`config.mk`:
```
export PLATFORM = sky130hd
export DESIGN_NAME = rgb_led_controller
export DESIGN_NICKNAME = d
export VERILOG_FILES = /design/src/rtl/led_ctrl_pkg.sv /design/src/rtl/pwm_channel.sv /design/src/rtl/rgb_led_controller.sv
export SDC_FILE = /design/constraint.sdc
export NUM_CORES = 1
export LEC_CHECK = 0
export CAP_MARGIN = 20
export CORE_MARGIN = 2
export CORE_UTILIZATION = 50
export CTS_CLUSTER_SIZE = 24
export DETAILED_ROUTE_END_ITERATION = 10
export PLACE_DENSITY_LB_ADDON = 0.15
export SLEW_MARGIN = 15
export SYNTH_ARGS = -nofsm -noshare
export SYNTH_HDL_FRONTEND = slang
export SYNTH_SLANG_ARGS = --single-unit
```
`constraint.sdc`:
```
create_clock -name sysClock -period 7.6 [get_ports sysClock]
set_input_delay 1.14 -clock sysClock [delete_from_list [all_inputs] [get_ports sysClock]]
set_output_delay 1.14 -clock sysClock [all_outputs]
set_load 0.005 [all_outputs]
```
`src/rtl/led_ctrl_pkg.sv`:
```
// Shared definitions for the RGB LED controller.
//   led_mode_t  : committed operating mode (HEARTBEAT, DIRECT, BREATHE, OFF)
//   ADDR_*      : register addresses seen on wr_addr
//   scale8()    : upper byte of an 8x8 unsigned product, i.e. (a*b)>>8
package led_ctrl_pkg;

  typedef enum logic [1:0] {
    HEARTBEAT = 2'd0,
    DIRECT    = 2'd1,
    BREATHE   = 2'd2,
    OFF       = 2'd3
  } led_mode_t;

  localparam logic [1:0] ADDR_DUTY_R = 2'd0;
  localparam logic [1:0] ADDR_DUTY_G = 2'd1;
  localparam logic [1:0] ADDR_DUTY_B = 2'd2;
  localparam logic [1:0] ADDR_CTRL   = 2'd3;

  // Full 16-bit product, upper 8 bits kept.
  function automatic logic [7:0] scale8(input logic [7:0] a, input logic [7:0] b);
    return 8'((16'(a) * 16'(b)) >> 8);
  endfunction

endpackage

```
`src/rtl/pwm_channel.sv`:
```
// One PWM output stage: compares the shared PWM count against an effective
// duty and registers the active-low pin value.
// Ports:
//   clk      in  clock
//   rst_n    in  asynchronous active-low reset (pin forced off = 1)
//   pwm_cnt  in  8-bit PWM phase counter
//   duty     in  effective duty (lit while pwm_cnt < duty)
//   force_on in  light the LED regardless of the comparison
//   led      out registered active-low LED pin
module pwm_channel (
  input  logic       clk,
  input  logic       rst_n,
  input  logic [7:0] pwm_cnt,
  input  logic [7:0] duty,
  input  logic       force_on,
  output logic       led
);

  always_ff @(posedge clk or negedge rst_n) begin
    if (!rst_n) begin
      led <= 1'b1;
    end else begin
      led <= ~(force_on | (pwm_cnt < duty));
    end
  end

endmodule

```
`src/rtl/rgb_led_controller.sv`:
```
// RGB LED controller: arbitrates the three active-low LEDs between a
// heartbeat, SoC-programmed PWM duties and a breathing sequencer. Register
// writes are staged in a single shadow slot and committed at the PWM period
// boundary so a period is never rendered with mixed settings.
// Optional build macro: LED_GAMMA_EN squares the effective duty ((d*d)>>8)
// after breathe scaling; when undefined the duty is linear.
// Ports:
//   sysClock   in  system clock
//   reset_n    in  asynchronous active-low reset
//   wr_valid   in  write request
//   wr_ready   out write can be accepted this cycle (slot empty)
//   wr_addr    in  0=DUTY_R 1=DUTY_G 2=DUTY_B 3=CTRL
//   wr_data    in  write data (CTRL: bits[1:0] = mode)
//   LED_R/G/B  out active-low LED pins
//   mode_o     out committed mode
//   pwm_sync   out one-cycle pulse after each PWM period boundary
module rgb_led_controller
  import led_ctrl_pkg::*;
#(
  parameter int PWM_PRESCALE        = 188,
  parameter int HEARTBEAT_BIT       = 23,
  parameter int BREATH_STEP_PERIODS = 4
) (
  input  logic       sysClock,
  input  logic       reset_n,
  input  logic       wr_valid,
  output logic       wr_ready,
  input  logic [1:0] wr_addr,
  input  logic [7:0] wr_data,
  output logic       LED_R,
  output logic       LED_G,
  output logic       LED_B,
  output logic [1:0] mode_o,
  output logic       pwm_sync
);

  localparam int PW = (PWM_PRESCALE > 1) ? $clog2(PWM_PRESCALE) : 1;
  localparam int SW = (BREATH_STEP_PERIODS > 1) ? $clog2(BREATH_STEP_PERIODS) : 1;
  localparam logic [PW-1:0] PRESC_LAST = PW'(PWM_PRESCALE - 1);
  localparam logic [SW-1:0] STEP_LAST  = SW'(BREATH_STEP_PERIODS - 1);

  logic [PW-1:0]          presc_reg;
  logic [7:0]             pwm_cnt_reg;
  logic [HEARTBEAT_BIT:0] hb_reg;
  logic                   pwm_sync_reg;
  logic                   pend_valid_reg;
  logic [1:0]             pend_addr_reg;
  logic [7:0]             pend_data_reg;
  led_mode_t              mode_reg;
  logic [7:0]             level_reg;
  logic                   dir_down_reg;
  logic [SW-1:0]          step_reg;
  logic [2:0]             led_n;

  logic      tick;
  logic      boundary;
  logic      accept;
  logic      commit;
  led_mode_t new_mode;
  logic      enter_breathe;

  assign tick     = (presc_reg == PRESC_LAST);
  assign boundary = tick && (pwm_cnt_reg == 8'hFF);
  // Slot empty implies ready, so a commit and an accept never coincide; a
  // write taken in a boundary cycle therefore waits a full period.
  assign accept   = wr_valid && !pend_valid_reg;
  assign commit   = boundary && pend_valid_reg;
  assign new_mode = led_mode_t'(pend_data_reg[1:0]);
  // Only a real transition into BREATHE restarts the ramp.
  assign enter_breathe = commit && (pend_addr_reg == ADDR_CTRL) &&
                         (new_mode != mode_reg) && (new_mode == BREATHE);

  always_ff @(posedge sysClock or negedge reset_n) begin
    if (!reset_n) begin
      presc_reg    <= '0;
      pwm_cnt_reg  <= 8'd0;
      hb_reg       <= '0;
      pwm_sync_reg <= 1'b0;
    end else begin
      presc_reg    <= tick ? '0 : presc_reg + 1'b1;
      pwm_cnt_reg  <= tick ? pwm_cnt_reg + 8'd1 : pwm_cnt_reg;
      hb_reg       <= hb_reg + 1'b1;
      pwm_sync_reg <= boundary;
    end
  end

  always_ff @(posedge sysClock or negedge reset_n) begin
    if (!reset_n) begin
      pend_valid_reg <= 1'b0;
      pend_addr_reg  <= 2'd0;
      pend_data_reg  <= 8'd0;
    end else if (commit) begin
      pend_valid_reg <= 1'b0;
    end else if (accept) begin
      pend_valid_reg <= 1'b1;
      pend_addr_reg  <= wr_addr;
      pend_data_reg  <= wr_data;
    end
  end

  always_ff @(posedge sysClock or negedge reset_n) begin
    if (!reset_n) begin
      mode_reg <= HEARTBEAT;
    end else if (commit && (pend_addr_reg == ADDR_CTRL)) begin
      mode_reg <= new_mode;
    end
  end

  // Breathing ramp: triangle 0..255..0, one step per BREATH_STEP_PERIODS
  // boundaries while in BREATHE; frozen otherwise.
  always_ff @(posedge sysClock or negedge reset_n) begin
    if (!reset_n) begin
      level_reg    <= 8'd0;
      dir_down_reg <= 1'b0;
      step_reg     <= '0;
    end else if (enter_breathe) begin
      level_reg    <= 8'd0;
      dir_down_reg <= 1'b0;
      step_reg     <= '0;
    end else if (boundary && (mode_reg == BREATHE)) begin
      if (step_reg == STEP_LAST) begin
        step_reg <= '0;
        if (!dir_down_reg) begin
          if (level_reg == 8'hFF) begin
            dir_down_reg <= 1'b1;
            level_reg    <= 8'hFE;
          end else begin
            level_reg <= level_reg + 8'd1;
          end
        end else begin
          if (level_reg == 8'd0) begin
            dir_down_reg <= 1'b0;
            level_reg    <= 8'd1;
          end else begin
            level_reg <= level_reg - 8'd1;
          end
        end
      end else begin
        step_reg <= step_reg + 1'b1;
      end
    end
  end

  generate
    for (genvar gi = 0; gi < 3; gi++) begin : g_chan
      logic [7:0] duty_reg;
      logic [7:0] scaled;
      logic [7:0] eff;
      logic       force_on;

      always_ff @(posedge sysClock or negedge reset_n) begin
        if (!reset_n) begin
          duty_reg <= 8'd0;
        end else if (commit && (pend_addr_reg == 2'(gi))) begin
          duty_reg <= pend_data_reg;
        end
      end

      always_comb begin
        scaled = duty_reg;
        if (mode_reg == BREATHE) begin
          scaled = scale8(duty_reg, level_reg);
        end
`ifdef LED_GAMMA_EN
        eff = scale8(scaled, scaled);
`else
        eff = scaled;
`endif
        if ((mode_reg == HEARTBEAT) || (mode_reg == OFF)) begin
          eff = 8'd0;
        end
      end

      // Only the red channel carries the heartbeat.
      assign force_on = (gi == 0) && (mode_reg == HEARTBEAT) && hb_reg[HEARTBEAT_BIT];

      pwm_channel u_chan (
        .clk      (sysClock),
        .rst_n    (reset_n),
        .pwm_cnt  (pwm_cnt_reg),
        .duty     (eff),
        .force_on (force_on),
        .led      (led_n[gi])
      );
    end
  endgenerate

  assign LED_R    = led_n[0];
  assign LED_G    = led_n[1];
  assign LED_B    = led_n[2];
  assign wr_ready = ~pend_valid_reg;
  assign mode_o   = mode_reg;
  assign pwm_sync = pwm_sync_reg;

endmodule

```
==> results of run 1 <==
==> report_power, final <==
part / internal, mW / switching, mW / leakage [nW]
logic: 0.0120 / 0.0127 / 4.49
clock network: 0.257 / 0.205 / 0.136
registers: 0.496 / 0.0142 / 1.22
total: 0.765 / 0.232 / 5.85
==> final cells by class <==
type,count,area (um2)
Clock inverter,6,72.6
Sequential cell,92,2310
Fill cell,1966,9570
Multi-Input combinational cell,816,7510
Clock buffer,9,225
Timing Repair Buffer,28,255
Tap cell,275,344
Inverter,178,671
==> logic make-up after synthesis <==
| family | Yosys count |
|---|---|
| compound gates | 130 |
| xor+xnor | 56 |
| fa+ha+maj | 234 |
| buf+inv | 226 |
| flops | 92 |
| mux | 41 |
| simple gates | 355 |
==> critical path: cells and delay by family, from the launching register on <==
kind,cells,cell delay (ns)
and+or+nand+nor,2,0.44
AOI/OAI and AO/OA,9,1.93
adders and majority gates,6,2.61
DFF,1,0.75
xor gates and xnor gates,1,0.13
buffers and inverters,4,0.20
==> placed cells by master, fill, tap and decap left out, drive strengths merged, types with 5 or more instances in the layout <==
cell / n
or3: 6
nor3: 13
mux2: 41
dfrtp: 89
ha: 129
a21o: 8
o21a: 9
nand2: 73
nand4: 17
o21ai: 18
a31oi: 7
nor2: 41
and3: 8
clkdlybuf4s50: 18
inv: 180
a22oi: 9
xor2: 21
and2: 151
xnor2: 35
a21oi: 43
nand3: 20
o31ai: 6
fa: 105
nand4b: 5
clkbuf: 9
nor2b: 7
buf: 10
==> worst paths after layout <==
check,start,endpoint,slack [ns],cells past startpoint
worst max-delay path,level_reg[4]$_DFFE_PN0P_,g_chan[1].u_chan.led$_DFF_PN1_,1.43,22
worst min-delay path,hb_reg[5]$_DFF_PN0_,hb_reg[5]$_DFF_PN0_,0.47,1
worst max register to register,level_reg[4]$_DFFE_PN0P_,g_chan[1].u_chan.led$_DFF_PN1_,1.43,22
worst min register to register,hb_reg[5]$_DFF_PN0_,hb_reg[5]$_DFF_PN0_,0.47,1
max in group asynchronous,reset_n,level_reg[3]$_DFFE_PN0P_,5.73,2
min in group asynchronous,reset_n,presc_reg[1]$_DFF_PN0_,0.71,1
==> metal layers <==
metal / wire (um) / share of wire [%] / vias up
li1: - / - / 3661
met1: 11000 / 48 / 3812
met2: 11200 / 48 / 85
met3: 498 / 2.1 / 32
met4: 512 / 2.2 / 0
met5: 0 / 0 / -
==> results.ini, run 1 <==
[logic_synthesis]
syn-num-nets=1381
ys_ff_latch=92
synth_compound_area_share_pct=8.04
synthFlopType=dfrtp_1
synth_top_area_share_pct=20.9
yosys-top-cells-area=dfrtp_1, fa_1, ha_1, and2_1, inv_1
synth_top_family_by_area=adder cells
synth_cells=1134
synth_xor_area_share_pct=4.60
synth_warnings=0
syn_avg_cell_area_um2=9.41
yosysMostFrequentCell=inv_1
synth_area_um2=10700
synth_mux_area_share_pct=4.33
synthArstFlopShare_pct=100
synthTopCellsByCount=inv_1, and2_1, ha_1, fa_1, dfrtp_1
synth_edf_count=0
yosysSeqAreaShare_pct=21.6
yosysUniqueCellTypes=63
synthSimpleGateAreaFrac_pct=18.6
yosysTopAreaCell=dfrtp_1
synthAdderAreaFrac_pct=34.8

[clock_tree]
clkSinkCount=92
numCtsBuffers=9
clk_latency_ns=0.36
hold_buffers=0
cts_max_path_buffers=2
clk_pin_slew_ns=0.08
cts_tree=built
cts_resized=0
h-tree-depth=3
post_cts_buffers=0
root_buffer=clkbuf_16

[finish]
nNetsFinal=1372
layout-drive-gt1-share_pct=7.09
area_delta_synth_final_pct=6.64
stdcell_area_um2=11400
instances_no_fill=1404
postLayoutCoreUtil_pct=54.3
n_antenna_cell=0

[global_route]
grt_pass1_vias=7659
grt_pass1_wl_um=39200
grt_overflow=0
grt.met2_usage_pct=38.0
grt_usage_pct=22.3
grt_max_degree=67
grt.busiest_layer=met2
grtUsageMet3_pct=2.58
met1_usage_pct=30.1
antenna_found_initial=0

[status]
outcome=finished, final reports clean

[setup_path]
path_class=reg -> reg
cp.required_ns=7.86
endpoint_kind=flop
crit_fanout=30
critPathMaxStageDelay_ns=0.75
cp_data_arrival_time_ns=6.44
cp-start-kind=flop
path_cells=and2_1, fa_1, inv_1, fa_1, inv_1, fa_1, inv_1, fa_1, inv_1, ha_1, a2111oi_0, o21ai_0, a21oi_1, nor2_1, a21oi_1, xnor2_1, a22oi_1, ha_1, a21o_1, a21o_1, a21oi_1, o21ai_0
cpMaxStageDelayCell=dfrtp_1

[floorplan]
die_x_um=150
initial_core_util_pct=50.9
rows=53
core_area_um2=21000
die_h_um=150
ios=20
dieArea_um2=22500

[placed_design]
dp.cells=1389
routabilityCongestion=0.805
place_area_um2=11100
port_buffers=19
place_ws_ns=1.47
hpwl_um=17800

[drt]
detail_route.wl_per_cell_um=16.6
drc=0
wl_um=23300
drt_iter0_drc=353
vias=7590
first_pass_iters=6
via_per_inst=5.41
ant_nets=0

[sta]
hold_ws_ns=0.466
grt_setup_unrepaired=no
clock_skew_ns=0.0131
setup_viol=0
maxSlewHeadroom_pct=30.7
tightest_slew_ns=1.04
period_share_pct=81.2
fmax_mhz=162
min_period_ns=6.17
timing.final.ws_setup_ns=1.43
setup_tns_ns=0
hold_viol=0
maxSlewViolCount=0

[power_and_ir_drop]
ir_drop_uv=123
powerDensity_nw_per_um2=87.6
p_leak_nw=5.85
p_total_mw=0.997

[job]
cap_violations=0

[hold_path]
min_path_type=reg -> reg

Note: power is estimated with default switching activity, not from simulation.
==> inputs of run 2 (changes only) <==
==> constraint.sdc (replaced) <==
create_clock -name sysClock -period 5.4 [get_ports sysClock]
set_input_delay 0.81 -clock sysClock [delete_from_list [all_inputs] [get_ports sysClock]]
set_output_delay 0.81 -clock sysClock [all_outputs]
set_load 0.005 [all_outputs]
==> run 2 against run 1 <==
  * Setup slack got worse by 1.2 ns
  * Routed wire length increased by 9.8%
  * Sequential power increased by 41%
  * Register-to-register slack got worse by 1.2 ns
  * Largest power group unchanged
==> results.ini, run 2 (synthesis results as in run 1) <==
[sta]
clock_skew_ns=0.0132
grt_setup_unrepaired=yes
timing.final.ws_setup_ns=0.226
tightest_slew_ns=1.07
fmax_mhz=193
min_period_ns=5.17
maxSlewHeadroom_pct=28.8
maxSlewViolCount=0
setup_viol=0
hold_viol=0
period_share_pct=95.8

[drt]
wl_um=25500
drt_iter0_drc=428
drc=0
ant_nets=0
vias=8037
first_pass_iters=5
detail_route.wl_per_cell_um=17.0
via_per_inst=5.35

[finish]
postLayoutCoreUtil_pct=60.3
mostFrequentLayoutCells=inv_1, and2_1, ha_1, fa_1, buf_4
layout_commonest_cell=inv_1
n_antenna_cell=0
layout-drive-gt1-share_pct=20.4
nNetsFinal=1468
area_delta_synth_final_pct=18.4

[placed_design]
port_buffers=19
hpwl_um=19600
place_ws_ns=-0.136
routabilityCongestion=0.842

[clock_tree]
cts_max_path_buffers=2
hold_buffers=0
clk_latency_ns=0.36
numCtsBuffers=9
clkSinkCount=92
h-tree-depth=3
root_buffer=clkbuf_16
cts_tree=built
clk_pin_slew_ns=0.07

[global_route]
grt_overflow=0
grt_pass1_vias=8071
grt_usage_pct=24.0
antenna_found_initial=0
grt_pass1_wl_um=41800
grt_max_degree=53

[setup_path]
path_cells=buf_4, nand2_1, fa_1, fa_1, inv_1, fa_1, inv_1, fa_1, inv_1, ha_1, o21a_1, nor2_1, nor2_1, a21oi_2, xnor2_2, mux2_4, nand2_1, ha_4, nand2_1, o31ai_1, a21o_1, a21oi_2, o21ai_1
crit_fanout=3
cp.buffers_inverters=4
reg2reg_slack_ns=0.23
cp-start-kind=flop
r2r_start=level_reg[7]$_DFFE_PN0P_
cp.required_ns=5.68
rr_worst_depth=23
crit_top_cell=fa_1
cp_data_arrival_time_ns=5.46
cpMaxStageDelayCell=fa_1
rr_endpoint=g_chan[1].u_chan.led$_DFF_PN1_
endpoint_kind=flop
path_class=reg -> reg
critPathMaxStageDelay_ns=0.54
cp_top_family=adder cells

[power_and_ir_drop]
p_leak_nw=6.40
powerDensity_nw_per_um2=114
ir_drop_uv=159

[floorplan]
rows=53
dieArea_um2=22500
ios=20
die_h_um=150
core_area_um2=21000
die_x_um=150
initial_core_util_pct=50.9

[job]
cap_violations=0

[hold_path]
min_path_type=in -> async

[status]
outcome=finished, final reports clean

-- run 2: stage by stage --
stage	std cells	TNS [ns]	hold WS, ns	area [um2]	total power, mW
after detailed placement	1455	-0.156	0.458	11600	0.772
after global routing	1501	-0.133	0.472	12600	1.49
after CTS	1477	-0.000921	0.447	12100	1.45
after floorplan	1134	0	0.438	10700	0.733
final	1501	0	0.429	12600	1.44
after global placement	1455	-0.0268	0.455	11600	0.772
-- run 2: metal layers --
metal,global-route usage [%],wire length (um),vias to the layer above
met5,0,0,-
met4,6.93,553,0
met3,3.06,815,41
met2,39.4,12200,152
met1,33.3,12000,3982
li1,-,-,3862
-- run 2: layout make-up --
cell class	instances	area [um2]
inverters	178	671
clock inverters	5	65.1
flip-flops and latches	92	2310
multi-input cells	816	7900
fillers	1839	8320
well taps	275	344
clock buffers	11	253
repair buffers	124	1090
-- run 2: worst max-delay path by stage --
stage	from	end	slack (ns)	depth (start not counted)
after floorplan	level_reg[7]$_DFFE_PN0P_	g_chan[0].u_chan.led$_DFF_PN1_	0.007	23
after CTS	level_reg[7]$_DFFE_PN0P_	g_chan[1].u_chan.led$_DFF_PN1_	-0.0009	23
after detailed placement	level_reg[3]$_DFFE_PN0P_	g_chan[1].u_chan.led$_DFF_PN1_	-0.14	21
after global routing	level_reg[7]$_DFFE_PN0P_	g_chan[2].u_chan.led$_DFF_PN1_	-0.06	22
final	level_reg[7]$_DFFE_PN0P_	g_chan[1].u_chan.led$_DFF_PN1_	0.23	23
after global placement	level_reg[4]$_DFFE_PN0P_	g_chan[1].u_chan.led$_DFF_PN1_	-0.03	23
-- run 2: power breakdown --
group	internal, mW	leakage (nW)	switching [mW]	total, mW
registers	0.698	1.21	0.0242	0.723
clock network	0.390	0.157	0.290	0.681
logic	0.0169	5.03	0.0180	0.0349
-- run 2: timing repair --
item	CTS	global route
cloned	1	1
pin swaps	9	70
setup endpoints to repair	3	3
buffers inserted	5	24
gates resized for setup	21	77
